## src/rtl/cpu_pkg.sv

```systemverilog
// cpu_pkg: opcodes, FSM states and instruction field positions shared by the core
package cpu_pkg;
  typedef enum logic [2:0] {OP_ADD, OP_SUB, OP_AND, OP_OR, OP_XOR, OP_LOADI, OP_MOV, OP_OUT} opcode_t;
  typedef enum logic [1:0] {IDLE, DECODE, EXECUTE, WRITEBACK} state_t;
  localparam int RS1_LSB = 25;
  localparam int RS2_LSB = 18;
  localparam int RD_LSB = 11;
  localparam int IMM_LSB = 3;
  localparam int IMM_W = 8;
  localparam int OP_LSB = 0;
  localparam int OP_W = 3;
  function automatic logic sets_zero(input opcode_t op);
    return op <= OP_XOR;
  endfunction
  function automatic logic sets_carry(input opcode_t op);
    return op == OP_ADD || op == OP_SUB;
  endfunction
endpackage

```

## src/rtl/alu_param.sv

```systemverilog
// alu_param: combinational ALU producing result, zero and carry/borrow
module alu_param
  import cpu_pkg::*;
#(
  parameter int DATA_WIDTH = 8
) (
  input  opcode_t               opcode,
  input  logic [DATA_WIDTH-1:0] a,
  input  logic [DATA_WIDTH-1:0] b,
  input  logic                  carry_in,
  output logic [DATA_WIDTH-1:0] result,
  output logic                  zero,
  output logic                  carry
);
  logic [DATA_WIDTH:0] sum, diff;
  always_comb begin
    sum = {1'b0, a} + {1'b0, b};
    diff = {1'b0, a} - {1'b0, b};
    result = opcode == OP_ADD   ? sum[DATA_WIDTH-1:0] :
             opcode == OP_SUB   ? diff[DATA_WIDTH-1:0] :
             opcode == OP_AND   ? a & b :
             opcode == OP_OR    ? a | b :
             opcode == OP_XOR   ? a ^ b :
             opcode == OP_LOADI ? b : a;
    carry = opcode == OP_ADD ? sum[DATA_WIDTH] :
            opcode == OP_SUB ? diff[DATA_WIDTH] : carry_in;
    zero = ~|result;
  end
endmodule

```

## src/rtl/cpu_core_param.sv

```systemverilog
// cpu_core_param: four-state in-order core with register file, flags and debug read port
module cpu_core_param
  import cpu_pkg::*;
#(
  parameter int DATA_WIDTH = 8,
  parameter int NUM_REGS = 16,
  localparam int REG_AW = $clog2(NUM_REGS)
) (
  input  logic                  clock_in,
  input  logic                  reset_in,
  input  logic [31:0]           instr_in,
  input  logic                  instr_valid_in,
  output logic                  instr_ready_out,
  output logic                  retire_out,
  output logic [DATA_WIDTH-1:0] cpu_output,
  output logic                  zero_flag_out,
  output logic                  carry_flag_out,
  input  logic [REG_AW-1:0]     dbg_addr_in,
  output logic [DATA_WIDTH-1:0] dbg_data_out
);
  state_t state;
  logic [31:0] instr;
  logic [DATA_WIDTH-1:0] regs [NUM_REGS];
  logic [DATA_WIDTH-1:0] op_a, op_b, res, alu_res;
  logic res_zero, res_carry, alu_zero, alu_carry, unused_instr;
  opcode_t opcode;
  logic [REG_AW-1:0] rs1, rs2, rd;
  logic [IMM_W-1:0] imm;
  assign opcode = opcode_t'(instr[OP_LSB +: OP_W]);
  assign rs1 = instr[RS1_LSB +: REG_AW];
  assign rs2 = instr[RS2_LSB +: REG_AW];
  assign rd = instr[RD_LSB +: REG_AW];
  assign imm = instr[IMM_LSB +: IMM_W];
  assign unused_instr = ^instr;
  assign instr_ready_out = state == IDLE;
  assign retire_out = state == WRITEBACK;
  assign dbg_data_out = regs[dbg_addr_in];
  alu_param #(.DATA_WIDTH(DATA_WIDTH)) u_alu (
    .opcode  (opcode),
    .a       (op_a),
    .b       (op_b),
    .carry_in(carry_flag_out),
    .result  (alu_res),
    .zero    (alu_zero),
    .carry   (alu_carry)
  );
  // regs[0] is never written, so it reads as zero everywhere
  always_ff @(posedge clock_in) begin
    if (reset_in) begin
      state <= IDLE;
      instr <= '0;
      op_a <= '0;
      op_b <= '0;
      res <= '0;
      res_zero <= 1'b0;
      res_carry <= 1'b0;
      cpu_output <= '0;
      zero_flag_out <= 1'b0;
      carry_flag_out <= 1'b0;
      for (int i = 0; i < NUM_REGS; i++) regs[i] <= '0;
    end else begin
      case (state)
        IDLE: begin
          if (instr_valid_in) begin
            instr <= instr_in;
            state <= DECODE;
          end
        end
        DECODE: begin
          op_a <= regs[rs1];
          op_b <= opcode == OP_LOADI ? DATA_WIDTH'(imm) : regs[rs2];
          state <= EXECUTE;
        end
        EXECUTE: begin
          res <= alu_res;
          res_zero <= alu_zero;
          res_carry <= alu_carry;
          state <= WRITEBACK;
        end
        WRITEBACK: begin
          if (opcode == OP_OUT) cpu_output <= res;
          else if (rd != '0) regs[rd] <= res;
          if (sets_zero(opcode)) zero_flag_out <= res_zero;
          if (sets_carry(opcode)) carry_flag_out <= res_carry;
          state <= IDLE;
        end
        default: state <= IDLE;
      endcase
    end
  end
endmodule

```

## config.mk

```make
export PLATFORM = sky130hd
export DESIGN_NAME = cpu_core_param
export DESIGN_NICKNAME = d
export VERILOG_FILES = /design/src/rtl/cpu_pkg.sv /design/src/rtl/alu_param.sv /design/src/rtl/cpu_core_param.sv
export SDC_FILE = /design/constraint.sdc
export NUM_CORES = 1
export LEC_CHECK = 0
export CORE_UTILIZATION = 25
export CTS_CLUSTER_SIZE = 24
export DETAILED_ROUTE_END_ITERATION = 10
export SLEW_MARGIN = 0
export SYNTH_ARGS = -nofsm -noshare
export SYNTH_HDL_FRONTEND = slang
export SYNTH_SLANG_ARGS = --single-unit
```

## constraint.sdc

```tcl
create_clock -name clock_in -period 3.3 [get_ports clock_in]
set_input_delay 0.66 -clock clock_in [delete_from_list [all_inputs] [get_ports clock_in]]
set_output_delay 0.66 -clock clock_in [all_outputs]
set_load 0.005 [all_outputs]
```

==> results.md <==
- Status: complete, no violations
- CP max stage delay: 0.52 ns
- Reg-to-reg slack, setup: 0.46 ns
- Clk pin slew, worst setup/hold paths: 0.07 ns
- Num CTS Buffers: 17
- Minimum clock period: 3.20 ns
- RePlAce Congestion: 0.863
- Hold Vio Cnt, Final: 0
- Most frequent CP cell: mux4_2
- WP buf/inv: 3
- Clock root buffer: clkbuf_16
- Gr usage total: 14.0%
- Data required time of the worst path: 2.64 ns
- Ys Warns: 0
- DRT iter0 DRCs: 814
- Reg2reg start: op_a[1]
- Crit. End Element: primary output
- CP arrival: 2.54 ns
- Fillers: 4600
- Worst setup SP type: input port
- Largest net degree at the start of global routing: 62
- Synth cell types: 62
- WS Path Type: in2out
- Top Ports: 59
- N_diodes: 0
- Synth Register Bits: 193
- Slew @ Worst Pin: 1.16 ns
- Slew HR: 22.3%
- Global-route wire length before repair: 49400 um
- Final Skew: 0.0101 ns
- Fin util: 29.4%
- Max VDD drop: 0.342 mV
- Fin crit share: 97.1%
- Row cnt: 78
- Initial antenna violation count: 0
- Die Span Y: 216 um
- Worst-Skew Late Latency: 0.44 ns
- Core Region: 0.0453 sq mm
- Mapped cell area: 0.0115 sq mm
- P_int: 5.11 mW
- NetSw: 2.87 mW
- WL/cell: 20.2 um
- Final Slew Violations: 0
- Clk network pwr share: 25.1%
- Hold path endpoint: cpu_output[7]
- Design Area, Final: 0.0133 sq mm
- Worst r2r path cells: 9
- Overall power: 7.98 mW
- Mux contribution to synthesized area: 24.8%
- Detailed placement HPWL: 23900 um
- # DRC: 0
- Sequential area share after synthesis: 44.9%
- Layout Nets: 1040
- Post-DP Area: 0.0127 sq mm
- Layout cell share with drive strength beyond 1: 21.3%
- CP max FO: 20
- Drt pass-1 iters: 5
- Vias per cell: 4.97
- R2R Path End: res_zero
- # clock sinks: 193
- Leak: 4.56 nW
- Min-delay src: cpu_output[7]
- Max frequency: 0.312 GHz
- Slowest-stage cell, CP: mux4_2
- Largest family of logic cells by synthesized area: multiplexers
- Initial Utilization: 25.3%
- Vias: 7870
- Total global routing overflow: 0
- CP top delay family: multiplexers
- Unrepaired setup endpoints after global routing: no
- Synth async-reset ratio: 0%
- Final wirelength: 32100 um
- Die ar.: 0.0467 sq mm
- Top_reg_cell synth: edfxtp_1
- Post-Synth Adder-Cell Area: 3.41%
- Syn Inst Count: 937
- Simple-gate share of the synthesized area: 15.8%
- Flop pwr share: 40.8%
- Crit-path cells: buf_2 -> buf_12 -> mux4_2 -> mux4_2 -> clkdlybuf4s50_1
- # placed instances: 1551
- Syn_area_per_cell: 12.2 sq um
- Cell Pwr Density: 599 mW/mm^2
- Maximum root-to-sink buffer count: 2
- CTS tree: done
- Final setup fails: 0
- Post-synthesis compound-gate area fraction: 7.14%
- H-tree levels: 4
- Worst min-delay path category: reg2reg
- Number of flops mapped to enable cells by yosys: 128
- Net Sw Frac: 36.0%
- WP depth: 5
- Vias in the first global route: 7924
- Worst hold path cell count: 2
- MaxCap Viol Count: 0
- Comb power frac: 34.1%
- Post-Layout Cell Count: 1584
- Port bufs: 49
- Die W: 216 um
- Post-DRT Antenna Nets: 0
- Synth-to-Final Area Change: 16.1%
- Post-synthesis xor/xnor area fraction: 0.306%
-- what timing repair did --
action | in CTS | in global routing
buffers inserted | 0 | 0
endpoints found under the setup margin | 8 | 0
hold buffers | 0 | 0
resized for setup | 3 | 0
-- state kept, by name, summed over array words and instances, names as in the netlist, named ones only --
signal          cells
cpu_output          8
res_zero            1
state               2
res                 8
regs              128
res_carry           1
carry_flag_out      1
instr              23
zero_flag_out       1
op_b                8
op_a                8
-- tightest hold or removal path: cells and delay by family (launching register included) --
kind / cells / cell delay, ns
flops: 1 / 0.31
simple gates: 1 / 0.05
compound gates: 1 / 0.05
-- metal layers --
layer / part of all wire (%) / global-route usage, %
met5: 0 / 0
met3: 4.5 / 2.09
met2: 51 / 24.1
met4: 1.1 / 3.64
met1: 44 / 18.3
-- cell type report --
type	count	area, sq um	share of cell area, %
Multi-Input combinational cell	650	5920	44.5
Sequential cell	193	5150	38.7
Timing Repair Buffer	82	832	6.25
Tap cell	600	751	5.64
Clock buffer	20	457	3.43
Inverter	27	101	0.761
Clock inverter	12	98.8	0.743
-- cell families after synthesis --
kind of cell,after synthesis
buf+inv,101
mux,134
flops,193
xor+xnor,4
compound gates,124
fa+ha+maj,30
simple gates,350
other cells,1
-- power groups by stage --
stage / logic [mW] / registers, mW / clock network, mW
finish: 2.72 / 3.25 / 2.00
global route: 2.97 / 3.30 / 2.12
CTS: 2.72 / 3.26 / 2.03
detailed placement: 2.69 / 3.31 / 0
global placement: 2.65 / 3.29 / 0
floorplan: 2.12 / 3.02 / 0
-- cell usage after synthesis, types with 4 or more instances --
master	number	area [sq um]
or2_2	16	100
a211oi_1	7	52.6
buf_2	22	110
mux4_2	120	2700
edfxtp_1	128	3840
a21oi_1	52	260
clkbuf_1	44	165
nor3b_1	5	37.5
o22ai_1	5	31.3
buf_1	5	18.8
nor3_1	10	50.1
o221ai_1	4	35.0
dfxtp_1	65	1300
nand3_1	10	50.1
inv_1	27	101
and2_1	121	757
o21ai_0	14	70.1
a311oi_1	10	87.6
mux2i_1	14	140
nor2_1	53	199
nand2_1	101	379
nor2b_1	4	25.0
ha_1	28	350
a21o_1	4	30.0
nand2b_1	10	62.6
-- worst max path at each step --
stage / start / end / slack [ns]
6_report: dbg_addr_in[0] / dbg_data_out[1] / 0.1
5_1_grt: dbg_addr_in[0] / dbg_data_out[1] / 0.04
4_1_cts: dbg_addr_in[0] / dbg_data_out[1] / 0.09
3_5_place_dp: dbg_addr_in[1] / dbg_data_out[2] / -0.11
3_3_place_gp: dbg_addr_in[1] / dbg_data_out[2] / -0.12
2_1_floorplan: dbg_addr_in[0] / dbg_data_out[0] / 0.47
-- per-stage QoR --
| step | setup TNS [ns] | hold WS [ns] | setup slack (ns) |
|---|---|---|---|
| floorplan | 0 | 0.436 | 0.467 |
| global placement | -0.711 | 0.446 | -0.118 |
| detailed placement | -0.675 | 0.446 | -0.114 |
| CTS | 0 | 0.460 | 0.0870 |
| global route | 0 | 0.478 | 0.0363 |
| finish | 0 | 0.458 | 0.0965 |
-- cells in the final DEF, fill, tap and decap left out, types with 17 or more instances in the layout --
cell,n
edfxtp_1,128
inv_1,27
buf_4,27
nand2_1,101
a21oi_1,52
dfxtp_1,63
mux4_2,120
nor2_1,53
ha_1,28
clkbuf_16,17
clkdlybuf4s50_1,46
and2_1,121
Power figures use the tool's default switching activity.
